$ cat config.mk
export PLATFORM = sky130hd
export DESIGN_NAME = seg7_scan_ctrl
export DESIGN_NICKNAME = d
export VERILOG_FILES = /design/src/rtl/seg7_pkg.sv /design/src/rtl/seg7_hex_decoder.sv /design/src/rtl/seg7_scan_ctrl.sv
export SDC_FILE = /design/constraint.sdc
export NUM_CORES = 1
export LEC_CHECK = 0
export ABC_AREA = 0
export CAP_MARGIN = 30
export CORE_MARGIN = 4
export CORE_UTILIZATION = 45
export DETAILED_ROUTE_END_ITERATION = 8
export PLACE_DENSITY_LB_ADDON = 0.15
export SLEW_MARGIN = 20
export SYNTH_ARGS = -nofsm -noshare
export SYNTH_HDL_FRONTEND = slang
export SYNTH_SLANG_ARGS = --single-unit
export TNS_END_PERCENT = 100
$ cat constraint.sdc
create_clock -name clk -period 3.65 [get_ports clk]
set_clock_uncertainty 0.15 [all_clocks]
set_input_delay 0.73 -clock clk [delete_from_list [all_inputs] [get_ports clk]]
set_output_delay 0.73 -clock clk [all_outputs]
set_load 0.01 [all_outputs]
$ cat src/rtl/seg7_pkg.sv
// ============================================================================
// Module   : seg7_pkg
// Purpose  : Shared 7-segment codes (abcdefg, active-high) and scan FSM states.
// Revision : 1.0 - initial release
// ============================================================================
`default_nettype none

package seg7_pkg;

  localparam logic [6:0] SEG_0     = 7'b1111110;
  localparam logic [6:0] SEG_1     = 7'b0110000;
  localparam logic [6:0] SEG_2     = 7'b1101101;
  localparam logic [6:0] SEG_3     = 7'b1111001;
  localparam logic [6:0] SEG_4     = 7'b0110011;
  localparam logic [6:0] SEG_5     = 7'b1011011;
  localparam logic [6:0] SEG_6     = 7'b1011111;
  localparam logic [6:0] SEG_7     = 7'b1110000;
  localparam logic [6:0] SEG_8     = 7'b1111111;
  localparam logic [6:0] SEG_9     = 7'b1111011;
  localparam logic [6:0] SEG_A     = 7'b1110111;
  localparam logic [6:0] SEG_B     = 7'b0011111;
  localparam logic [6:0] SEG_C     = 7'b1001110;
  localparam logic [6:0] SEG_D     = 7'b0111101;
  localparam logic [6:0] SEG_E     = 7'b1001111;
  localparam logic [6:0] SEG_F     = 7'b1000111;
  localparam logic [6:0] SEG_BLANK = 7'b0000000;

  typedef enum logic [0:0] {
    IDLE = 1'b0,
    SCAN = 1'b1
  } state_t;

endpackage

`default_nettype wire

$ cat src/rtl/seg7_hex_decoder.sv
// ============================================================================
// Module   : seg7_hex_decoder
// Purpose  : Combinational hex nibble to 7-segment (abcdefg) decode.
// Revision : 1.0 - initial release
// ============================================================================
`default_nettype none

module seg7_hex_decoder
  import seg7_pkg::*;
(
  input  logic [3:0] i_nib,
  output logic [6:0] o_seg
);

  always_comb begin
    o_seg = SEG_BLANK;
    case (i_nib)
      4'h0: o_seg = SEG_0;
      4'h1: o_seg = SEG_1;
      4'h2: o_seg = SEG_2;
      4'h3: o_seg = SEG_3;
      4'h4: o_seg = SEG_4;
      4'h5: o_seg = SEG_5;
      4'h6: o_seg = SEG_6;
      4'h7: o_seg = SEG_7;
      4'h8: o_seg = SEG_8;
      4'h9: o_seg = SEG_9;
      4'hA: o_seg = SEG_A;
      4'hB: o_seg = SEG_B;
      4'hC: o_seg = SEG_C;
      4'hD: o_seg = SEG_D;
      4'hE: o_seg = SEG_E;
      4'hF: o_seg = SEG_F;
    endcase
  end

endmodule

`default_nettype wire

$ cat src/rtl/seg7_scan_ctrl.sv
// ============================================================================
// Module   : seg7_scan_ctrl
// Purpose  : N-digit time-multiplexed 7-segment scanner with shadow register.
//            Optional macro SEG7_LEADING_ZERO_BLANK_EN blanks leading zeros.
// Revision : 1.0 - initial release
// ============================================================================
`default_nettype none

module seg7_scan_ctrl
  import seg7_pkg::*;
#(
  parameter  int NUM_DIGITS  = 4,
  parameter  int REFRESH_DIV = 1000,
  localparam int IDX_W       = $clog2(NUM_DIGITS)
) (
  input  logic                    clk,
  input  logic                    rst,
  input  logic                    nEN,
  input  logic                    load,
  input  logic [4*NUM_DIGITS-1:0] digits_in,
  output logic [6:0]              seg,
  output logic [NUM_DIGITS-1:0]   an,
  output logic [IDX_W-1:0]        cur_idx,
  output logic                    frame_done
);

  localparam int                    PSC_W       = $clog2(REFRESH_DIV);
  localparam logic [PSC_W-1:0]      c_psc_last  = PSC_W'(REFRESH_DIV - 1);
  localparam logic [IDX_W-1:0]      c_idx_last  = IDX_W'(NUM_DIGITS - 1);
  localparam logic [NUM_DIGITS-1:0] c_an_one    = NUM_DIGITS'(1);

  state_t                    r_state;
  state_t                    w_state_nxt;
  logic [4*NUM_DIGITS-1:0]   r_shadow;
  logic [PSC_W-1:0]          r_psc;
  logic [IDX_W-1:0]          r_idx;

  logic                      w_active;
  logic                      w_slot_end;
  logic [3:0]                w_nib;
  logic [6:0]                w_dec_seg;
  logic                      w_blank;
  logic [6:0]                w_digit_seg;
  logic [6:0]                w_seg_nxt;
  logic [NUM_DIGITS-1:0]     w_an_nxt;
  logic                      w_fd_nxt;

  // A disable edge must blank the outputs on that same edge, so "active"
  // requires both the SCAN state and nEN still asserted.
  assign w_active   = (r_state == SCAN) && !nEN;
  assign w_slot_end = (r_psc == c_psc_last);

  always_ff @(posedge clk or posedge rst) begin
    if (rst) begin
      r_shadow <= '0;
    end else if (load) begin
      r_shadow <= digits_in;
    end
  end

  always_ff @(posedge clk or posedge rst) begin
    if (rst) begin
      r_state <= IDLE;
    end else begin
      r_state <= w_state_nxt;
    end
  end

  always_comb begin
    w_state_nxt = r_state;
    case (r_state)
      IDLE:    if (!nEN) w_state_nxt = SCAN;
      SCAN:    if (nEN)  w_state_nxt = IDLE;
      default: w_state_nxt = IDLE;
    endcase
  end

  always_ff @(posedge clk or posedge rst) begin
    if (rst) begin
      r_psc <= '0;
      r_idx <= '0;
    end else if (w_active) begin
      if (w_slot_end) begin
        r_psc <= '0;
        r_idx <= (r_idx == c_idx_last) ? '0 : r_idx + 1'b1;
      end else begin
        r_psc <= r_psc + 1'b1;
      end
    end else begin
      r_psc <= '0;
      r_idx <= '0;
    end
  end

  assign w_nib = r_shadow[{r_idx, 2'b00} +: 4];

  seg7_hex_decoder u_dec (
    .i_nib (w_nib),
    .o_seg (w_dec_seg)
  );

`ifdef SEG7_LEADING_ZERO_BLANK_EN
  logic [NUM_DIGITS-1:0] w_zero;
  logic [NUM_DIGITS-1:0] w_lead_zero;

  generate
    for (genvar gi = 0; gi < NUM_DIGITS; gi++) begin : g_nib_zero
      assign w_zero[gi] = (r_shadow[4*gi +: 4] == 4'h0);
    end
  endgenerate

  // w_lead_zero[i]: nibble i and every more-significant nibble are zero.
  always_comb begin
    logic v_acc;
    v_acc       = 1'b1;
    w_lead_zero = '0;
    for (int i = NUM_DIGITS - 1; i >= 0; i--) begin
      v_acc          = v_acc & w_zero[i];
      w_lead_zero[i] = v_acc;
    end
  end

  assign w_blank = (r_idx != '0) && w_lead_zero[r_idx];
`else
  assign w_blank = 1'b0;
`endif

  assign w_digit_seg = w_blank ? SEG_BLANK : w_dec_seg;

  always_comb begin
    w_seg_nxt = SEG_BLANK;
    w_an_nxt  = '1;
    w_fd_nxt  = 1'b0;
    if (w_active) begin
      w_seg_nxt = w_digit_seg;
      w_an_nxt  = ~(c_an_one << r_idx);
      w_fd_nxt  = w_slot_end && (r_idx == c_idx_last);
    end
  end

  always_ff @(posedge clk or posedge rst) begin
    if (rst) begin
      seg        <= SEG_BLANK;
      an         <= '1;
      cur_idx    <= '0;
      frame_done <= 1'b0;
    end else begin
      seg        <= w_seg_nxt;
      an         <= w_an_nxt;
      cur_idx    <= r_idx;
      frame_done <= w_fd_nxt;
    end
  end

endmodule

`default_nettype wire

==> impl_metrics.json, run 1 <==
{
  "drv_slew": 0,
  "power_w": 0.000932,
  "crit_family": "multiplexers",
  "fin_util_pct": 58.9,
  "start_util_pct": 47.9,
  "critPathSlowestCell": "mux4_2",
  "hpwl_mm": 2.62,
  "yosys.area_share.simple_pct": 10.3,
  "ys_top_cells_by_area": "dfrtp_1, mux2_2, ha_1",
  "layout.nets": 226,
  "setup.worst_path.end_class": "flip-flop",
  "criticalPathCategory": "flip-flop to flip-flop",
  "grt_max_degree": 44,
  "clkLatencyLatePin_ps": 300,
  "ys_warn_count": 0,
  "path_common_cell": "inv_1",
  "synthMuxAreaShare_pct": 15.3,
  "cts-hold-fix-buffers": 0,
  "ant_nets": 0,
  "synth_top_family_by_area": "multiplexers",
  "cts_tree": "done",
  "ys_seq_area_share_pct": 54.8,
  "fmax_mhz": 445,
  "relSlewSlack_pct": 54.9,
  "multi_input_area_um2": 815,
  "clk_pin_slew_worst_paths_ps": 80,
  "synth_edf_count": 0,
  "wl_per_cell_um": 14.4,
  "htreeDepth": 2,
  "post-cts-setup-buffers": 0,
  "antenna_cells": 0,
  "synth_fa_ha_area_share_pct": 6.98,
  "finalSetupViolations": 0,
  "crit_path_cell_trace": "mux4_2 -> inv_1 -> ha_1 -> inv_1 -> a221oi_1 -> nor2_1",
  "grt_pass1_vias": 1293,
  "finalCritPeriodShare_pct": 61.5,
  "grt_use_total_pct": 14.7,
  "synth_compound_area_share_pct": 4.76,
  "drive_gt1_share_pct": 17.9,
  "max_cap_viol_count": 0,
  "synth_area_per_cell_um2": 12.2,
  "period_needed_ps": 2240,
  "die_area_um2": 5500,
  "crit_buf_inv": 2,
  "antenna_found_initial": 0,
  "yosys.area.top_type_share_pct": 49.5,
  "synth-main-ff-cell": "dfrtp_1",
  "port_buffers": 33,
  "first_iter_violations": 81,
  "fillers": 355,
  "cts_root_buffer": "clkbuf_8",
  "p_leak_nw": 1.03,
  "drt_first_pass_iters": 4,
  "avgViaCountPerCell": 5.10,
  "via_count": 1255,
  "status": "finished clean",
  "hold_path.class": "flip-flop to flip-flop",
  "gp_congestion": 0.855,
  "area_growth_pct": 22.8,
  "grt_pass1_wl_mm": 6.10,
  "rsz0062_at_grt": "false",
  "fin_worst_hold_slack_ps": 310,
  "netlist_instances": 161,
  "dp_slack_ps": 1290,
  "io_pins": 34,
  "fp.dieW_um": 74.2,
  "fp-row-count": 23,
  "tns_ps": 0,
  "critPathArrivalTime_ps": 2270,
  "synth_seq_cells": 43,
  "post_cts_resized": 0,
  "yosys.cell_types.count": 33,
  "synth-xor-area-share_pct": 4.00,
  "max-vdd-ir-drop_mv": 0.229,
  "cts_sinks": 43,
  "ys_async_sr_fraction_pct": 100,
  "path_max_fanout": 10,
  "grt_remaining_overflow": 0,
  "power_density_nw_per_um2": 385,
  "dieHeight_um": 74.2,
  "slowest_delay_ps": 630,
  "final-seq-area_um2": 1080,
  "drc": 0,
  "syn_area_um2": 1970,
  "hold_viol_final": 0,
  "synthesis.nets": 192,
  "yosysTopAreaCell": "dfrtp_1",
  "required_ps": 3680,
  "core-area_um2": 4120,
  "start_kind": "flip-flop",
  "ctsLongestPathBuffers": 2,
  "cts_made_buffers": 5,
  "worst_pin_slew_ps": 674,
  "timing.final.ws_setup_ps": 1410,
  "routed_wl_mm": 3.54
}
[stage by stage]
step / cells / area [um^2]
3_3_place_gp: 238 / 2340
4_1_cts: 246 / 2420
5_1_grt: 246 / 2420
3_5_place_dp: 238 / 2340
2_1_floorplan: 161 / 1970
6_report: 246 / 2420
[path summary, 6_finish.rpt]
kind	startpoint	to	slack [ps]	cells past startpoint
max	r_idx[0]$_DFFE_PP0P_	seg[6]$_DFF_PP0_	1410	6
min	r_psc[0]$_DFF_PP0_	r_psc[0]$_DFF_PP0_	310	1
max reg2reg	r_idx[0]$_DFFE_PP0P_	seg[6]$_DFF_PP0_	1410	6
min reg2reg	r_psc[0]$_DFF_PP0_	r_psc[0]$_DFF_PP0_	310	1
max in group asynchronous	rst	an[0]$_DFF_PP1_	2260	3
min in group asynchronous	rst	r_idx[1]$_DFFE_PP0P_	720	3
[Yosys cell counts, types with 3 or more instances]
| library cell | number |
|---|---|
| a221oi_1 | 3 |
| nor2_1 | 15 |
| mux2_2 | 17 |
| inv_1 | 12 |
| dfrtp_1 | 39 |
| a21oi_1 | 3 |
| mux4_2 | 4 |
| ha_1 | 11 |
| xnor2_1 | 6 |
| dfstp_2 | 4 |
| nand2_1 | 12 |
| xor2_1 | 3 |
| buf_2 | 4 |
[layer usage]
layer	up-vias	GRT usage [%]	share of wire, %	wire length (um)
li1	611	-	-	-
met1	603	19.7	44	1570
met2	34	22.2	48	1680
met3	7	4.32	6.2	219
met4	0	6.64	2.0	72
met5	-	0	0	0
[layout by cell type, fill, tap and decap left out]
master,n
xor2_1,3
a221oi_1,3
mux2i_1,2
and2_1,2
or4_1,1
nor2_1,15
a21oi_1,3
or3_1,1
xnor2_1,6
clkbuf_8,5
nand3_1,2
o31ai_1,2
inv_1,12
ha_1,11
dfstp_2,4
buf_4,1
mux2_2,17
nand4_1,1
o2111ai_1,1
dfrtp_1,39
or2_2,1
nor3b_1,1
clkdlybuf4s50_1,33
mux4_2,4
nor2b_1,2
nor3_1,2
clkbuf_1,2
o21ai_0,1
nor4_1,1
nand2_1,12
a211oi_1,2
and3_2,1
clkinv_2,1
a21oi_2,1
or3b_1,1
[flip-flops by register name, indices dropped and copies added, names as in the netlist]
signal      count
an              4
r_psc          10
r_state         1
cur_idx         2
r_shadow       16
r_idx           2
seg             7
frame_done      1
[kinds of logic after synthesis]
logic type,count (synthesis)
simple gates,43
flops,43
mux,23
buf+inv,19
compound gates,13
fa+ha+maj,11
xor+xnor,9
[cell type report]
cell class,count,area share (%)
inverter,12,1.86
clock inverter,1,0.207
tap,50,2.58
clock buffer,7,3.15
multi-input combinational,99,33.6
sequential,43,44.6
timing repair buffer,34,13.9
[power breakdown]
group	switching (W)	leakage (nW)	internal [W]
clock network	0.000155	0.0422	0.000134
registers	0.0000114	0.542	0.000503
logic	0.0000591	0.447	0.0000700
total	0.000225	1.03	0.000707
Note: power is estimated with default switching activity, not from simulation.
==> run 2, diff against run 1 <==
==> constraint.sdc (replaced) <==
create_clock -name clk -period 1.9 [get_ports clk]
set_clock_uncertainty 0.15 [all_clocks]
set_input_delay 0.38 -clock clk [delete_from_list [all_inputs] [get_ports clk]]
set_output_delay 0.38 -clock clk [all_outputs]
set_load 0.01 [all_outputs]
==> impl_metrics.json, run 2 (synthesized netlist as in run 1, its figures left out) <==
{
  "status": "finished with violations",
  "violations": "negative setup slack",
  "grt_remaining_overflow": 0,
  "first_iter_violations": 94,
  "fp.dieW_um": 74.2,
  "clkLatencyLatePin_ps": 290,
  "relSlewSlack_pct": 74.6,
  "rsz0062_at_grt": "true",
  "routed_wl_mm": 4.15,
  "drc": 0,
  "antenna_found_initial": 0,
  "cts_sinks": 43,
  "timing.final.ws_setup_ps": -82.2,
  "required_ps": 1920,
  "cts_tree": "done",
  "power_density_nw_per_um2": 699,
  "htreeDepth": 2,
  "fp-row-count": 23,
  "worst_pin_slew_ps": 379,
  "io_pins": 34,
  "ant_nets": 0,
  "r2r_cells": 5,
  "drt_first_pass_iters": 5,
  "finalCritPeriodShare_pct": 104,
  "avgViaCountPerCell": 5.21,
  "final_cell_mix": "dfrtp_1, clkdlybuf4s50_1, buf_4",
  "criticalPathCategory": "flip-flop to flip-flop",
  "path_max_fanout": 8,
  "grt_pass1_wl_mm": 6.97,
  "max_cap_viol_count": 0,
  "via_count": 1402,
  "port_buffers": 33,
  "drv_slew": 0,
  "dieHeight_um": 74.2,
  "power_w": 0.00194,
  "crit_path_start": "r_idx[0]$_DFFE_PP0P_",
  "die_area_um2": 5500,
  "largest_register": "r_shadow",
  "p_leak_nw": 1.18,
  "fmax_mhz": 505,
  "grt_use_total_pct": 16.8,
  "fillers": 319,
  "top_regs": "r_shadow: 16 flops, r_psc: 10 flops, seg: 7 flops",
  "tns_ps": -319,
  "dp_slack_ps": -194,
  "timing.rr.start": "r_idx[0]$_DFFE_PP0P_",
  "max-vdd-ir-drop_mv": 0.574,
  "placed_cell_area_um2": 2530,
  "grt_pass1_vias": 1482,
  "core-area_um2": 4120,
  "ctsLongestPathBuffers": 2,
  "start_kind": "flip-flop",
  "wl_per_cell_um": 15.4,
  "hold_path.class": "input port to async pin",
  "final_common_cell": "dfrtp_1",
  "clk_pin_slew_worst_paths_ps": 90,
  "grt_max_degree": 44,
  "stdcell_area_um2": 2780,
  "start_util_pct": 47.9,
  "layout.nets": 249,
  "critPathArrivalTime_ps": 2000,
  "fin_worst_hold_slack_ps": 292,
  "gp_congestion": 0.842,
  "cts_root_buffer": "clkbuf_8",
  "antenna_cells": 0,
  "hpwl_mm": 2.96,
  "drive_gt1_share_pct": 37.9,
  "period_needed_ps": 1980,
  "area_growth_pct": 41.2,
  "largest_reg_flops": 16,
  "cts_made_buffers": 5,
  "setup.worst_path.end_class": "flip-flop",
  "hold_viol_final": 0,
  "finalSetupViolations": 7
}
## run 2: cell types whose count changed in the layout (fill, tap and decap cells not counted), moves of 5 or more
cell	change
inv_1	-5
buf_4	+19
ha_1	-5
ha_4	+5
## run 2: critical path: stages (launching register included)
cell      delay (ps)
dfrtp_2          440
buf_4            140
mux4_2           630
xnor2_1          190
a221oi_2         240
nor2_1            70
## run 2: per-layer routing
metal | wire, um | vias up | track usage (%)
met1 | 1670 | 694 | 20.1
met5 | 0 | - | 0
met4 | 67 | 0 | 5.03
li1 | - | 657 | -
met2 | 2190 | 43 | 29.5
met3 | 223 | 8 | 4.73
## run 2: where the power goes
part / switching [W] / leakage, nW / internal (W) / total, W
clock: 0.000309 / 0.0474 / 0.000297 / 0.000606
combinational: 0.000161 / 0.589 / 0.000189 / 0.000350
sequential: 0.0000234 / 0.540 / 0.000966 / 0.000989
## run 2: cell type report
class                   instances  area, um^2  area share, %
flip-flops and latches         43        1080           38.9
multi-input cells              99         940           33.8
repair buffers                 57         546           19.6
clock buffers                   6        82.6           2.97
well taps                      50        62.6           2.25
inverters                      12        55.1           1.98
clock inverters                 2        16.3          0.584
## run 2: repair_timing
item,4_1_cts,5_1_grt
setup endpoints to repair,15,18
setup buffers,4,1
pin swaps,5,2
hold buffers,0,0
gates resized for setup,19,10
## run 2: path summary, 6_finish.rpt
path                                 endpoint  slack, ps
max                          seg[6]$_DFF_PP0_        -80
min                        r_psc[8]$_DFF_PP0_        290
max reg2reg                  seg[6]$_DFF_PP0_        -80
min reg2reg                r_psc[0]$_DFF_PP0_        320
max in group asynchronous     an[0]$_DFF_PP1_       1040
min in group clk           r_psc[0]$_DFF_PP0_        320
## run 2: per-stage QoR
step                cells  util [%]
floorplan             161         -
CTS                   268      66.6
global route          269      67.6
finish                269      67.6
global placement      256      61.6
detailed placement    256      61.6
